File: src/rtl/cmp_share_pkg.sv
// Shared constants for the comparator-sharing arbiter: comparator flag bit
// positions, condition-select encodings and the arbiter FSM state encoding.
package cmp_share_pkg;

  // Bit positions inside the 5-bit flag word returned by the comparator
  localparam int FLAG_EQ   = 4;
  localparam int FLAG_NE   = 3;
  localparam int FLAG_LT   = 2;
  localparam int FLAG_GT   = 1;
  localparam int FLAG_ZERO = 0;
  localparam int NUM_FLAGS = 5;

  // Condition-select encodings; the comparator is unsigned
  localparam logic [2:0] SEL_EQ     = 3'd0;
  localparam logic [2:0] SEL_NE     = 3'd1;
  localparam logic [2:0] SEL_LT     = 3'd2;
  localparam logic [2:0] SEL_GT     = 3'd3;
  localparam logic [2:0] SEL_ZERO   = 3'd4;
  localparam logic [2:0] SEL_GE     = 3'd5;
  localparam logic [2:0] SEL_LE     = 3'd6;
  localparam logic [2:0] SEL_ALWAYS = 3'd7;

  // Width of each optional statistics counter
  localparam int STAT_W = 16;

  // Arbiter FSM: accept in IDLE, drive comparator in CMP, respond in RSP
  typedef enum logic [1:0] {
    ST_IDLE = 2'd0,
    ST_CMP  = 2'd1,
    ST_RSP  = 2'd2
  } state_t;

endpackage

File: src/rtl/cmp_share_arb_rr_arb2.sv
// Two-input round-robin grant generator. The grant is combinational on the
// request vector; the last-grant memory only advances when the caller says a
// grant was actually consumed (en high while some grant is asserted).
module rr_arb2 (
  input  logic       clk,
  input  logic       rst,
  input  logic [1:0] req,
  input  logic       en,
  output logic [1:0] grant
);

  // 1 means requester 1 was granted last, so requester 0 wins the next tie
  logic last_grant_reg;

  // Remember who was served last, only when a grant was taken
  always_ff @(posedge clk) begin
    if (rst) begin
      last_grant_reg <= 1'b1;
    end else if (en && (grant != 2'b00)) begin
      last_grant_reg <= grant[1];
    end
  end

  // Sole requester wins; on a tie the one not served last wins
  always_comb begin
    grant = 2'b00;
    case (req)
      2'b01:   grant = 2'b01;
      2'b10:   grant = 2'b10;
      2'b11:   grant = last_grant_reg ? 2'b01 : 2'b10;
      default: grant = 2'b00;
    endcase
  end

endmodule

File: src/rtl/cmp_share_arb.sv
// Shares one unsigned register comparator between the branch requester
// (req0) and the set-on-compare ALU requester (req1). A request is accepted
// in IDLE, its operands are registered onto the comparator for one CMP
// cycle, the selected condition bit is captured at the end of CMP and
// returned to the owner for exactly one RSP cycle. flush cancels only
// branch-owned transactions.
// Optional build macro CMP_SHARE_STATS_EN adds saturating grant/conflict
// counters and a synchronous stat_clr input.
module cmp_share_arb
  import cmp_share_pkg::*;
#(
  parameter int WIDTH = 32,
  parameter int SEL_W = 3
) (
  input  logic             clk,
  input  logic             rst,
  input  logic             req0_valid,
  output logic             req0_ready,
  input  logic [WIDTH-1:0] req0_a,
  input  logic [WIDTH-1:0] req0_b,
  input  logic [SEL_W-1:0] req0_sel,
  input  logic             req1_valid,
  output logic             req1_ready,
  input  logic [WIDTH-1:0] req1_a,
  input  logic [WIDTH-1:0] req1_b,
  input  logic [SEL_W-1:0] req1_sel,
  input  logic             flush,
  output logic [WIDTH-1:0] cmp_in1,
  output logic [WIDTH-1:0] cmp_in2,
  input  logic [NUM_FLAGS-1:0] cmp_flags,
  output logic             rsp0_valid,
  output logic             rsp0_result,
  output logic             rsp1_valid,
`ifdef CMP_SHARE_STATS_EN
  input  logic             stat_clr,
  output logic [STAT_W-1:0] stat_grant0,
  output logic [STAT_W-1:0] stat_grant1,
  output logic [STAT_W-1:0] stat_conflict,
`endif
  output logic             rsp1_result
);

  genvar gi;

  state_t           state_reg;
  state_t           state_next;
  logic             owner_reg;     // 0 = branch requester, 1 = ALU requester
  logic [SEL_W-1:0] sel_reg;
  logic [WIDTH-1:0] cmp_in1_reg;
  logic [WIDTH-1:0] cmp_in2_reg;
  logic             result_reg;

  logic [1:0] valid_vec;
  logic [1:0] arb_req;
  logic [1:0] grant;
  logic [1:0] ready_vec;
  logic [1:0] hs_vec;
  logic       idle_open;
  logic       hs_any;
  logic       sel_bit;

  // Acceptance is only possible in IDLE and never while reset is asserted
  assign idle_open = (state_reg == ST_IDLE) && !rst;
  assign valid_vec = {req1_valid, req0_valid};
  // A flush in IDLE hides the branch request from the arbiter for that cycle
  assign arb_req   = {req1_valid, req0_valid & ~flush};

  rr_arb2 u_arb (
    .clk   (clk),
    .rst   (rst),
    .req   (arb_req),
    .en    (idle_open),
    .grant (grant)
  );

  generate
    for (gi = 0; gi < 2; gi++) begin : g_port
      assign ready_vec[gi] = grant[gi] & idle_open;
      assign hs_vec[gi]    = ready_vec[gi] & valid_vec[gi];
    end
  endgenerate

  assign hs_any     = |hs_vec;
  assign req0_ready = ready_vec[0];
  assign req1_ready = ready_vec[1];
  assign cmp_in1    = cmp_in1_reg;
  assign cmp_in2    = cmp_in2_reg;

  // FSM state register
  always_ff @(posedge clk) begin
    if (rst) begin
      state_reg <= ST_IDLE;
    end else begin
      state_reg <= state_next;
    end
  end

  // FSM next-state: a flushed branch transaction drops straight back to IDLE
  always_comb begin
    state_next = state_reg;
    case (state_reg)
      ST_IDLE: begin
        if (hs_any) begin
          state_next = ST_CMP;
        end
      end
      ST_CMP: begin
        if (!owner_reg && flush) begin
          state_next = ST_IDLE;
        end else begin
          state_next = ST_RSP;
        end
      end
      ST_RSP:  state_next = ST_IDLE;
      default: state_next = ST_IDLE;
    endcase
  end

  // FSM outputs: one-cycle response to the owner, suppressed by flush for req0
  always_comb begin
    rsp0_valid = 1'b0;
    rsp1_valid = 1'b0;
    if ((state_reg == ST_RSP) && !rst) begin
      if (owner_reg) begin
        rsp1_valid = 1'b1;
      end else begin
        rsp0_valid = !flush;
      end
    end
    rsp0_result = rsp0_valid & result_reg;
    rsp1_result = rsp1_valid & result_reg;
  end

  // Condition decode of the comparator flags for the latched select
  always_comb begin
    sel_bit = 1'b0;
    case (sel_reg)
      SEL_EQ:     sel_bit = cmp_flags[FLAG_EQ];
      SEL_NE:     sel_bit = cmp_flags[FLAG_NE];
      SEL_LT:     sel_bit = cmp_flags[FLAG_LT];
      SEL_GT:     sel_bit = cmp_flags[FLAG_GT];
      SEL_ZERO:   sel_bit = cmp_flags[FLAG_ZERO];
      SEL_GE:     sel_bit = ~cmp_flags[FLAG_LT];
      SEL_LE:     sel_bit = ~cmp_flags[FLAG_GT];
      SEL_ALWAYS: sel_bit = 1'b1;
      default:    sel_bit = 1'b0;
    endcase
  end

  // Datapath: latch winner payload on handshake, capture result at end of CMP.
  // Operands are only rewritten on a handshake so the comparator inputs stay
  // quiet while idle.
  always_ff @(posedge clk) begin
    if (rst) begin
      owner_reg   <= 1'b0;
      sel_reg     <= '0;
      cmp_in1_reg <= '0;
      cmp_in2_reg <= '0;
      result_reg  <= 1'b0;
    end else begin
      if (hs_any) begin
        owner_reg   <= hs_vec[1];
        sel_reg     <= hs_vec[1] ? req1_sel : req0_sel;
        cmp_in1_reg <= hs_vec[1] ? req1_a   : req0_a;
        cmp_in2_reg <= hs_vec[1] ? req1_b   : req0_b;
      end
      if (state_reg == ST_CMP) begin
        result_reg <= sel_bit;
      end
    end
  end

`ifdef CMP_SHARE_STATS_EN
  // Counter order: [0] req0 handshakes, [1] req1 handshakes, [2] IDLE ties
  logic [2:0]          stat_inc;
  logic [3*STAT_W-1:0] stat_flat;

  assign stat_inc = {idle_open & req0_valid & req1_valid, hs_vec};

  generate
    for (gi = 0; gi < 3; gi++) begin : g_stat
      logic [STAT_W-1:0] cnt_reg;

      // Saturating event counter with synchronous clear
      always_ff @(posedge clk) begin
        if (rst || stat_clr) begin
          cnt_reg <= '0;
        end else if (stat_inc[gi] && (cnt_reg != {STAT_W{1'b1}})) begin
          cnt_reg <= cnt_reg + 1'b1;
        end
      end

      assign stat_flat[gi*STAT_W +: STAT_W] = cnt_reg;
    end
  endgenerate

  assign stat_grant0   = stat_flat[0*STAT_W +: STAT_W];
  assign stat_grant1   = stat_flat[1*STAT_W +: STAT_W];
  assign stat_conflict = stat_flat[2*STAT_W +: STAT_W];
`endif

endmodule

File: config.mk
export PLATFORM = sky130hd
export DESIGN_NAME = cmp_share_arb
export DESIGN_NICKNAME = d
export VERILOG_FILES = /design/src/rtl/cmp_share_pkg.sv /design/src/rtl/cmp_share_arb_rr_arb2.sv /design/src/rtl/cmp_share_arb.sv
export SDC_FILE = /design/constraint.sdc
export NUM_CORES = 1
export LEC_CHECK = 0
export CAP_MARGIN = 40
export CORE_MARGIN = 3
export CORE_UTILIZATION = 42
export CTS_BUF_LIST = sky130_fd_sc_hd__clkbuf_4 sky130_fd_sc_hd__clkbuf_8 sky130_fd_sc_hd__clkbuf_16
export DETAILED_ROUTE_END_ITERATION = 7
export GPL_TIMING_DRIVEN = 1
export PLACE_DENSITY = 0.87
export SYNTH_ARGS = -nofsm -noshare
export SYNTH_HDL_FRONTEND = slang
export SYNTH_SLANG_ARGS = --single-unit
File: constraint.sdc
create_clock -name clk -period 3.7 [get_ports clk]
set_input_delay 0.925 -clock clk [delete_from_list [all_inputs] [get_ports clk]]
set_output_delay 0.925 -clock clk [all_outputs]
set_load 0.01 [all_outputs]
==> flow_summary.toml <==
[run_status]
status = "finished, final reports clean"

[worst_setup_path]
cpMaxStageDelayCell = "clkdlybuf4s50_1"
start_kind = "input pin"
crit_buf_inv = 2
cpMostUsedCell = "clkdlybuf4s50_1"
critPathRequiredTime_ps = 2770
worstSetupPathType = "input pin to primary output"
crit_path_max_fanout = 4
cp-end-kind = "primary output"
crit_arrival_ps = 2410
crit_chain = "clkdlybuf4s50_1 > nand2b_1 > nor3_2 > clkdlybuf4s50_1"
slowest_delay_ps = 610
critical_path.top_delay_family = "buffers and inverters"

[clocking]
post_cts_buffers = 0
insertion_delay_ps = 350
cts_buffers = 9
ctsResizeCount = 0
cts_tree = "yes"
ctsLongestPathBuffers = 2
hold_buffers = 0
h-tree-depth = 3
root_buffer = "clkbuf_8"
clock-sinks = 72
path_clk_slew_ps = 70

[placement]
gp_congestion = 0.963
portBuffers = 213
placed_cell_area_sq_um = 5930
dp_hpwl_um = 10100
pre_cts_ws_ps = 392

[pwr]
netSwitchingFraction_pct = 29.8
ir_worst_vdd_mv = 0.163
combPwrFrac_pct = 28.7
seqPwrFrac_pct = 41.5
p_clk_share_pct = 29.9
p_switching_mw = 0.649
p_int_mw = 1.53
powerDensity_nw_per_um2 = 355
power_leakage_nw = 2.02

[final_layout]
syn_to_final_growth_pct = 62.0
nets = 762
antenna_cells = 0
drive_gt1_share_pct = 7.06
fill_cells = 666
finalInstanceArea_sq_um = 6130

[global_route]
grt_pass1_wl_um = 22900
track_usage_pct = 27.9
grt_antenna_before_repair = 0
grt_max_degree = 60
grt_pass1_vias = 4596
grt_overflow = 0

[drt]
first_pass_iters = 4
ant_nets = 0
dr_wl_met2_um = 7010
drc = 0
via_count = 4656
route.met3.wl_um = 1660
wl_met1_um = 5880
via_per_inst = 6.37
wire_per_inst_um = 20.3
drtIter0Drc = 232
wirelength_um = 14800
highest_layer = "met4"

[synthesis]
synth-seq-area-share_pct = 38.1
synth-seq-cells = 72
syn_area_sq_um = 3790
ys_types = 35
avgSynthCellArea_sq_um = 8.55
yosys_warnings = 0
syn-num-nets = 587
syn-instance-count = 443

[timing]
worstMarginPinSlew_ps = 744
setup-violations-final = 0
final_max_slew_viol_count = 0
setup_tns_ps = 0
final-hold-violation-count = 0
fin_crit_sh_pct = 90.2
min_period_ps = 3340
layout_setup_ws_ps = 361
fmaxAchievable_ghz = 0.300
grt_setup_unrepaired = "no"
max-slew-margin-rel_pct = 50.4
skew_ps = 8.30

[job]
drv_cap = 0

[die]
ios = 214
fp.dieH_um = 101
core_sq_um = 8720
start_util_pct = 43.4
die_w_um = 101
die-area_sq_um = 10200
rows = 34

[min_path]
min_path_type = "flip-flop to flip-flop"
## worst register-to-register path, cell delays in order (launching register included)
cell,delay (ps)
dfxtp_1,380
or3_2,510
buf_4,310
a21oi_4,630
buf_16,240
o311ai_0,140
## routing by layer
metal  track usage, %  up-vias
met5                0        -
met4             9.51        0
met3             7.75       25
met2             45.8      281
met1             35.4     2214
li1                 -     2136
## placed cells by master, fill, tap and decap left out, types with 2 or more instances in the layout
cell             count
o21ai_0              3
buf_12               3
nor2_1               2
nand4_1            110
nand2b_1             2
clkinvlp_4           2
o211ai_1             2
clkdlybuf4s50_1    211
a311oi_1            24
nor4_1              24
o311ai_0             4
nor2b_1              3
clkbuf_8            10
dfxtp_1             72
buf_4               13
buf_2                2
nand3b_1             3
o311ai_1            39
inv_1               45
o31ai_1             24
## cell usage after synthesis, drive strengths merged
cell / count / share of area, %
nand4: 110 / 18
dfxtp: 72 / 38
inv: 45 / 4.5
o311ai: 43 / 9.9
clkbuf: 39 / 3.9
buf: 27 / 4.5
a311oi: 24 / 5.6
nor4: 24 / 4.0
o31ai: 24 / 4.8
nor2b: 5 / 0.83
nand2b: 3 / 0.50
nand3b: 3 / 0.59
nor3: 3 / 0.83
o21ai: 3 / 0.40
nor2: 2 / 0.20
o211ai: 2 / 0.40
or3: 2 / 0.33
a21oi: 1 / 0.43
a41oi: 1 / 0.23
and2: 1 / 0.17
and3: 1 / 0.17
and3b: 1 / 0.23
clkinv: 1 / 0.099
mux2: 1 / 0.30
mux2i: 1 / 0.26
nand2: 1 / 0.099
nand3: 1 / 0.26
nor4b: 1 / 0.23
o21bai: 1 / 0.20
## final timing paths
path | start | endpoint | slack [ps] | depth (start not counted)
max | req0_valid | req0_ready | 360 | 4
min | cmp_in1[11] | cmp_in1[11] | 500 | 2
max reg2reg | state_reg[1] | cmp_in2[25] | 1350 | 5
min reg2reg | cmp_in1[11] | cmp_in1[11] | 500 | 2
## stage by stage
step / cells / total power [mW] / util [%] / hold WS (ps)
floorplan: 443 / 1.17 / - / 481
global placement: 713 / 1.51 / 67.4 / 488
CTS: 731 / 2.18 / 70.3 / 506
global route: 731 / 2.27 / 70.3 / 525
detailed placement: 715 / 1.53 / 68.0 / 488
finish: 731 / 2.17 / 70.3 / 504
## cells by family (layout without fill, tap and decap cells)
logic type,after synthesis,after routing,share of synthesized area (%)
AND/OR/NAND/NOR,158,158,26.6
multiplexers,2,2,0.562
buffers and inverters,112,292,12.9
flip-flops,72,72,38.1
AO/OA/AOI/OAI,99,99,21.9
## power groups by stage
| stage | registers, mW | clock network (mW) | logic, mW |
|---|---|---|---|
| final | 0.902 | 0.650 | 0.623 |
| after CTS | 0.901 | 0.659 | 0.622 |
| after floorplan | 0.941 | 0 | 0.232 |
| after global placement | 0.914 | 0 | 0.595 |
| after detailed placement | 0.917 | 0 | 0.618 |
| after global routing | 0.912 | 0.697 | 0.664 |
## area by class of cell
type | count | area [sq um] | share of cell area [%]
inverters | 46 | 173 | 2.82
flip-flops and latches | 72 | 1440 | 23.5
clock buffers | 10 | 138 | 2.24
repair buffers | 230 | 2310 | 37.6
well taps | 108 | 135 | 2.20
multi-input cells | 259 | 1870 | 30.5
clock inverters | 6 | 67.6 | 1.10
Power figures use the tool's default switching activity.
